$ cat src/rtl/spdif_tx.sv
// S/PDIF (IEC 60958 consumer) transmitter: one-entry stereo sample buffer feeding a
// biphase-mark serializer clocked by a one-cycle cell strobe at 128 x Fs.
module spdif_tx #(
  parameter int          DW      = 24,
  parameter logic [31:0] CS_WORD = 32'h0000_0000
) (
  input  logic          clk_i,
  input  logic          rst_n_i,
  input  logic          cell_stb_i,
  input  logic [DW-1:0] left_i,
  input  logic [DW-1:0] right_i,
  input  logic          sample_valid_i,
  output logic          sample_ready_o,
  output logic          underrun_o,
  output logic          spdif_o
);

  localparam logic [7:0] PRE_B = 8'b1110_1000;
  localparam logic [7:0] PRE_M = 8'b1110_0010;
  localparam logic [7:0] PRE_W = 8'b1110_0100;

  // Place a DW-bit sample at the top of the 24-bit slot field, zero-filling the LSBs.
  function automatic logic [23:0] msb_align(input logic signed [DW-1:0] s);
    logic [23:0] w;
    w = '0;
    w[23 -: DW] = s;
    return w;
  endfunction

  logic                 buf_full;
  logic signed [DW-1:0] buf_l;
  logic signed [DW-1:0] buf_r;
  logic [23:0]          smp_l;
  logic [23:0]          smp_r;
  logic [5:0]           cell_cnt;
  logic                 sub;
  logic [7:0]           frame_cnt;
  logic                 pre_lvl;

  logic                 accept;
  logic                 frame_load;
  logic [4:0]           slot;
  logic [23:0]          word;
  logic                 c_bit;
  logic                 p_bit;
  logic                 data_bit;
  logic [7:0]           pre;
  logic                 pre_ref;
  logic                 cell_nxt;

  assign sample_ready_o = !buf_full;
  assign accept         = sample_valid_i && !buf_full;
  assign frame_load     = cell_stb_i && !sub && (cell_cnt == 6'd0);
  assign slot           = cell_cnt[5:1];
  assign word           = sub ? smp_r : smp_l;
  assign c_bit          = (frame_cnt < 8'd32) && CS_WORD[frame_cnt[4:0]];
  // V and U are always 0, so parity covers only the audio word and C.
  assign p_bit          = (^word) ^ c_bit;

  always_comb begin
    data_bit = 1'b0;
    if (slot >= 5'd4 && slot <= 5'd27) begin
      data_bit = word[5'(slot - 5'd4)];
    end else if (slot == 5'd30) begin
      data_bit = c_bit;
    end else if (slot == 5'd31) begin
      data_bit = p_bit;
    end
  end

  // Preamble cells are relative to the line level just before cell 0 of the subframe.
  always_comb begin
    pre      = sub ? PRE_W : ((frame_cnt == 8'd0) ? PRE_B : PRE_M);
    pre_ref  = (cell_cnt == 6'd0) ? spdif_o : pre_lvl;
    cell_nxt = 1'b0;
    if (cell_cnt < 6'd8) begin
      cell_nxt = pre[~cell_cnt[2:0]] ^ pre_ref;
    end else if (!cell_cnt[0]) begin
      cell_nxt = ~spdif_o;
    end else begin
      cell_nxt = spdif_o ^ data_bit;
    end
  end

  // Holding buffer data: only its occupancy flag needs a reset value.
  always_ff @(posedge clk_i) begin
    if (accept) begin
      buf_l <= left_i;
      buf_r <= right_i;
    end
  end

  always_ff @(posedge clk_i or negedge rst_n_i) begin
    if (!rst_n_i) begin
      buf_full   <= 1'b0;
      smp_l      <= '0;
      smp_r      <= '0;
      cell_cnt   <= '0;
      sub        <= 1'b0;
      frame_cnt  <= '0;
      pre_lvl    <= 1'b0;
      spdif_o    <= 1'b0;
      underrun_o <= 1'b0;
    end else begin
      underrun_o <= 1'b0;
      if (frame_load && buf_full) begin
        buf_full <= 1'b0;
      end else if (accept) begin
        buf_full <= 1'b1;
      end
      if (cell_stb_i) begin
        spdif_o  <= cell_nxt;
        cell_cnt <= cell_cnt + 6'd1;
        if (cell_cnt == 6'd0) begin
          pre_lvl <= spdif_o;
        end
        if (cell_cnt == 6'd63) begin
          sub <= ~sub;
          if (sub) begin
            frame_cnt <= (frame_cnt == 8'd191) ? 8'd0 : frame_cnt + 8'd1;
          end
        end
        // A frame with no buffered sample sends silence and flags the underrun.
        if (frame_load) begin
          smp_l      <= buf_full ? msb_align(buf_l) : 24'd0;
          smp_r      <= buf_full ? msb_align(buf_r) : 24'd0;
          underrun_o <= !buf_full;
        end
      end
    end
  end

endmodule

$ cat config.mk
export PLATFORM = sky130hd
export DESIGN_NAME = spdif_tx
export DESIGN_NICKNAME = d
export VERILOG_FILES = /design/src/rtl/spdif_tx.sv
export SDC_FILE = /design/constraint.sdc
export NUM_CORES = 1
export LEC_CHECK = 0
export BUFFER_PORTS_ARGS = -buffer_cell sky130_fd_sc_hd__buf_2
export CAP_MARGIN = 20
export CORE_UTILIZATION = 45
export CTS_CLUSTER_SIZE = 12
export DETAILED_ROUTE_END_ITERATION = 16
export PLACE_DENSITY_LB_ADDON = 0.12
export SETUP_SLACK_MARGIN = 0.2
export SLEW_MARGIN = 0
export SYNTH_ARGS = -nofsm -noshare
export SYNTH_HDL_FRONTEND = slang
export SYNTH_SLANG_ARGS = --single-unit
$ cat constraint.sdc
create_clock -name clk_i -period 4.42 [get_ports clk_i]
set_clock_uncertainty 0.05 [all_clocks]
set_input_delay 0.663 -clock clk_i [delete_from_list [all_inputs] [get_ports clk_i]]
set_output_delay 0.663 -clock clk_i [all_outputs]
set_load 0.02 [all_outputs]
==> results of run 1 <==
-- final cells by class --
type	count	area, µm²	area share [%]
flip-flops and latches	115	3120	50.1
multi-input cells	313	2030	32.6
clock buffers	22	464	7.46
repair buffers	60	315	5.07
well taps	143	179	2.87
clock inverters	10	85.1	1.37
inverters	8	30.0	0.483
-- worst register-to-register path, stage by stage (launching register included) --
cell and delay [ns]:
dfrtp_1 0.79, buf_4 0.44, mux2i_1 0.27, xnor2_1 0.16, xnor2_1 0.15, xnor3_1 0.44, o41ai_1 0.23, nand4b_1 0.15
-- stage by stage --
step | util, % | worst slack (ns) | power, mW | instances | area, µm²
2_1_floorplan | - | 1.09 | 2.99 | 461 | 5290
3_3_place_gp | 49.7 | 1.73 | 3.33 | 639 | 5670
3_5_place_dp | 49.7 | 1.65 | 3.36 | 639 | 5670
4_1_cts | 54.5 | 1.64 | 4.64 | 671 | 6220
5_1_grt | 54.5 | 1.45 | 4.89 | 671 | 6220
6_report | 54.5 | 1.66 | 4.59 | 671 | 6220
-- metal layers --
metal	wire length, µm	vias up
li1	-	1723
met1	4870	1680
met2	4830	68
met3	402	14
met4	161	0
met5	0	-
-- how the worst max path moves through the flow --
stage,startpoint,to,slack [ns],cells after the start
detailed placement,sub$_DFFE_PN0P_,spdif_o$_DFFE_PN0P_,1.65,7
global route,sub$_DFFE_PN0P_,spdif_o$_DFFE_PN0P_,1.45,7
floorplan,sample_valid_i,buf_l[0]$_DFFE_PP_,1.09,1
global placement,sub$_DFFE_PN0P_,spdif_o$_DFFE_PN0P_,1.73,7
finish,sub$_DFFE_PN0P_,spdif_o$_DFFE_PN0P_,1.66,7
CTS,sub$_DFFE_PN0P_,spdif_o$_DFFE_PN0P_,1.64,7
-- registers in the layout, summed over array words and instances, names as in the netlist --
name / cells
buf_full: 1
spdif_o: 1
smp_l: 24
cell_cnt: 6
underrun_o: 1
frame_cnt: 8
buf_r: 24
smp_r: 24
buf_l: 24
pre_lvl: 1
sub: 1
-- cell families after synthesis --
logic type	Yosys count
AND/OR/NAND/NOR	198
flip-flops	115
buffers and inverters	33
multiplexers	32
adder cells (fa/ha/maj)	8
XOR/XNOR	45
AO/OA/AOI/OAI	30
-- where the power goes --
group | internal [mW] | switching [mW]
Combinational | 0.792 | 0.748
Clock | 0.794 | 0.460
Sequential | 1.44 | 0.359
Total | 3.02 | 1.57
-- cells in the final DEF, fill, tap and decap left out, types with 3 or more instances in the layout --
cell and instances:
buf_4 6, mux2i_1 22, nand2b_1 4, inv_1 8, and3_1 3, nor2_1 8
nand4_1 3, or3_1 3, ha_1 8, nor3_1 3, clkinv_2 3, dfrtp_1 67
a221oi_1 4, xnor2_1 19, a31oi_1 3, clkbuf_1 3, clkbuf_16 17, buf_2 54
nand3_1 52, nand2_1 111, o21ai_0 12, xor2_1 25, mux4_2 9, edfxtp_1 48
==> metrics.txt, run 1 <==
outcome finished clean; GR peak layer met2; Synth Area in Simple Gates 16.6%; largest net degree at the start of global routing 51; die width about 110 µm; Max Clk Rate ~360 MHz; Critical Path Source Type register; CTS root buf clkbuf_16; Slew Viols, Final 0; Ys Warns 0; r2r startpoint sub$_DFFE_PN0P_; Min Hold Slack between 0.2 and 0.25 ns; drt wl/cell between 15 and 20 µm; H-tree depth 4; Post-CTS Hold Fix Bufs 0; Worst Path Required roughly 4.7 ns; core area roughly 0.011 mm²; vias in the first global route 3478; Final nets about 580; critical-path maximum fanout 22; RSZ-0062 raised after global routing false; RR Endpoint spdif_o$_DFFE_PN0P_; Seq cells post-synth roughly 120; Compound-Gate Fraction of Synth Area under 10%; Max Root-Sink Buffers 2; R2R depth 7; Adder-Cell Fraction of Synth Area 1.89%; WP buf/inv 1; Unique masters post-synth 40; pwr dens 738 mW/mm²; starting density of the core about 46%; delay-heaviest family, CP flip-flops; Fin Setup TNS 0 ns; mapped cell area approximately 0.0053 mm²; Setup CP Type reg2reg; Period minus WS final 2.76 ns; post-synth top area cell dfrtp_1; Final ANT Viol Nets 0; Layout area overhead 17.7%; endpoint class of the critical path register; max incr delay on CP ~0.79 ns; Pleak between 2 and 3 nW; final setup vio count 0; Port Buffers 54; critical path arrival ~3.1 ns; drt total wl a little over 10 mm; number of diodes 0; Net Count, Synth approximately 520; clk_lat worst skew between 0.4 and 0.5 ns; Area contributors post-synth dfrtp_1 (32%), edfxtp_1 (27%), nand2_1 (7.9%); num ports between 50 and 60; total CTS buffers 17; ys async rst share 58.3%; share of cells above drive strength 1 about a fifth; relative slew slack between 50% and 60%; top-area cell type share of the netlist area 31.7%; met3 GRT Util under 10%; # rows 39; most common cell in the netlist nand2_1; grt total ovfl 0; mux cell area share after synthesis under 10%; Seq/Total Area, Yosys slightly below 60%; # Max-Cap Violations 0; Slowest-stage cell, CP dfrtp_1; filler instances around 1000; CTS sink count around 120; Synth top cells by count nand2_1 (111), dfrtp_1 (67), nand3_1 (52); met2 Use GR ~29%; HP Class in2async; GR Util met1 between 20% and 30%; Post-synth EDFFs 48; TritonRoute pass-1 iters 4; initial antenna violation count 0; Die Y between 100 and 150 µm; DRC errors left 0; Synth Area per Inst ~11 µm²; post-DP HPWL approximately 7.1 mm; worst-margin pin slew between 0.7 and 0.8 ns; peak supply drop 0.588 mV; CTS tree built; Synth Area in XOR/XNOR under 10%; Gates resized, CTS repair 0; first-pass GRT wire length between 15 and 20 mm; GR Util All Layers between 10% and 20%; GP Congestion approximately 0.81; drt via density around 5.2; Final Cycle Share a little over 60%; die footprint 0.0122 mm²; crit-path cells buf_4, mux2i_1, xnor2_1, xnor2_1, xnor3_1, o41ai_1, nand4b_1; Fin. Hold Viols 0; via count between 3000 and 4000; main combinational cell family by area after synthesis simple AND/OR/NAND/NOR gates; Worst R2R Setup Slack 1.66 ns; critical path's most frequent cell xnor2_1; setup repair bufs after CTS 0; dominant register cell in the synthesized netlist dfrtp_1; Worst-path clk slew approximately 0.05 ns; Syn Inst Count around 460; DR iter-0 viols between 150 and 200
Power figures use the tool's default switching activity.
==> inputs of run 2 (changes only) <==
- clock period: 4.42 -> 2.4 ns (I/O delays scaled with it)
==> metrics.txt, run 2 (synthesis gave the netlist of run 1 again) <==
outcome finished clean; CTS sink count approximately 120; leading cell types in the layout, fill and taps excluded nand2_1 (111), dfrtp_1 (65), buf_2 (54), nand3_1 (52), edfxtp_1 (48); largest net degree at the start of global routing 68; Pleak ~2.8 nW; starting density of the core 46.3%; Levels on crit path 7; via count 3532; setup ws final ~0.15 ns; number of diodes 0; DR iter-0 viols between 200 and 300; Critical Path Source Type register; delay-heaviest family, CP multiplexers; Period minus WS final roughly 2.2 ns; share of cells above drive strength 1 approximately 22%; hold depth 1; Fin Setup TNS 0 ns; Die Y about 110 µm; combinational power share between 30% and 40%; TritonRoute pass-1 iters 4; initial antenna violation count 0; HP Class in2reg; core area between 0.01 and 0.015 mm²; Port Buffers 54; drt wl/cell 15.4 µm; pre-CTS setup slack -0.00904 ns; Setup CP Type reg2reg; Final nets approximately 590; Min Hold Slack between 0.06 and 0.07 ns; GP Congestion 0.839; critical-path maximum fanout 3; Post-Route Utilization roughly 56%; RSZ-0062 raised after global routing true; CTS tree built; Slowest-stage cell, CP mux4_2; post-DP HPWL between 7 and 8 mm; Pwr Total ~8.7 mW; critical path arrival between 2 and 2.5 ns; clk_lat worst skew 0.42 ns; Sequential Power Share 37.7%; placed cell areas about 0.0058 mm²; Slew Viols, Final 0; peak supply drop between 0.8 and 0.9 mV; critical path's most frequent cell mux4_2; total CTS buffers 17; switching share of total power 35.3%; # Max-Cap Violations 0; most common cell after layout, fill and taps aside nand2_1; Final Cycle Share a little over nine tenths; FF+latch area 0.00312 mm²; num ports 55; cell area after layout 0.00638 mm²; Int Power around 5.6 mW; max incr delay on CP ~0.48 ns; relative slew slack between 50 and 60%; WP buf/inv 1; Fin. Hold Viols 0; Max Root-Sink Buffers 2; P_sw just over 3 mW; filler instances 992; final setup vio count 0; Final ANT Viol Nets 0; share of total power in the clock network 27.5%; drt via density 5.16; die width ~110 µm; vias in the first global route approximately 3400; first-pass GRT wire length between 15 and 20 mm; # rows 39; DRC errors left 0; GR Util All Layers between 10% and 20%; endpoint class of the critical path register; Worst Path Required ~2.6 ns; die footprint between 0.01 and 0.015 mm²; Worst-path clk slew 0.06 ns; worst-margin pin slew ~0.61 ns; H-tree depth 4; Layout area overhead 20.8%; grt total ovfl 0; footprint of the multi-input gates a little over 0.002 mm²; placed insts around 650; Layout Cells excl Fill 684; crit-path cells buf_6, mux4_2, mux4_2, a41o_1, a31oi_1, or3_1, nand4b_1; CTS root buf clkbuf_16; drt total wl 10.6 mm; Max Clk Rate around 440 MHz; R2R depth 7; pwr dens roughly 1400 mW/mm²
[run 2: cell types whose count changed in the layout (fill, tap and decap cells not counted), sizes merged]
cell | previous run | this run
dlygate4sd3 | 0 | 1
clkinv | 7 | 5
inv | 8 | 12
clkinvlp | 2 | 4
buf | 60 | 71
clkbuf | 22 | 19
[run 2: worst paths after layout]
check                              startpoint                       end  slack, ns
max                           sub$_DFFE_PN0P_       spdif_o$_DFFE_PN0P_       0.15
max reg2reg                   sub$_DFFE_PN0P_       spdif_o$_DFFE_PN0P_       0.15
min in group asynchronous             rst_n_i  frame_cnt[7]$_DFFE_PN0P_       0.44
min reg2reg                buf_r[0]$_DFFE_PP_      smp_r[0]$_DFFE_PN0P_       0.42
min                               right_i[17]       buf_r[17]$_DFFE_PP_       0.06
max in group asynchronous             rst_n_i           sub$_DFFE_PN0P_       1.57
[run 2: routing by layer]
metal / wire length [µm] / global-route usage (%) / vias up
met5: 0 / 0 / -
met4: 153 / 8.74 / 0
met3: 378 / 6.23 / 14
met2: 5020 / 30.0 / 63
met1: 5010 / 25.6 / 1716
li1: - / - / 1739
[run 2: final cells by class]
type                    count  area share (%)
well taps                 143            2.80
clock inverters            14            2.00
multi-input cells         313            31.9
inverters                   8           0.470
clock buffers              18            6.88
repair buffers             73            7.10
flip-flops and latches    115            48.9
[run 2: repair_timing]
action / 4_1_cts / 5_1_grt
buffers inserted: 4 / 0
hold buffers: 1 / 0
setup endpoints to repair: 4 / 5
pin swaps: 0 / 1
endpoints found under the hold margin: 67 / 0
resized for setup: 4 / 4
[run 2: power by group through the flow]
stage / combinational, mW / clock [mW] / sequential, mW
floorplan: 2.45 / 0 / 3.05
global placement: 2.94 / 0 / 3.31
detailed placement: 3.03 / 0 / 3.30
CTS: 3.05 / 2.45 / 3.28
global route: 3.34 / 2.52 / 3.35
finish: 3.03 / 2.39 / 3.28
[run 2: worst register-to-register path, stage by stage, from the launching register on]
cell and delay (ns):
dfrtp_2 0.39, buf_6 0.12, mux4_2 0.48, mux4_2 0.48, a41o_1 0.19, a31oi_1 0.18, or3_1 0.14, nand4b_1 0.09
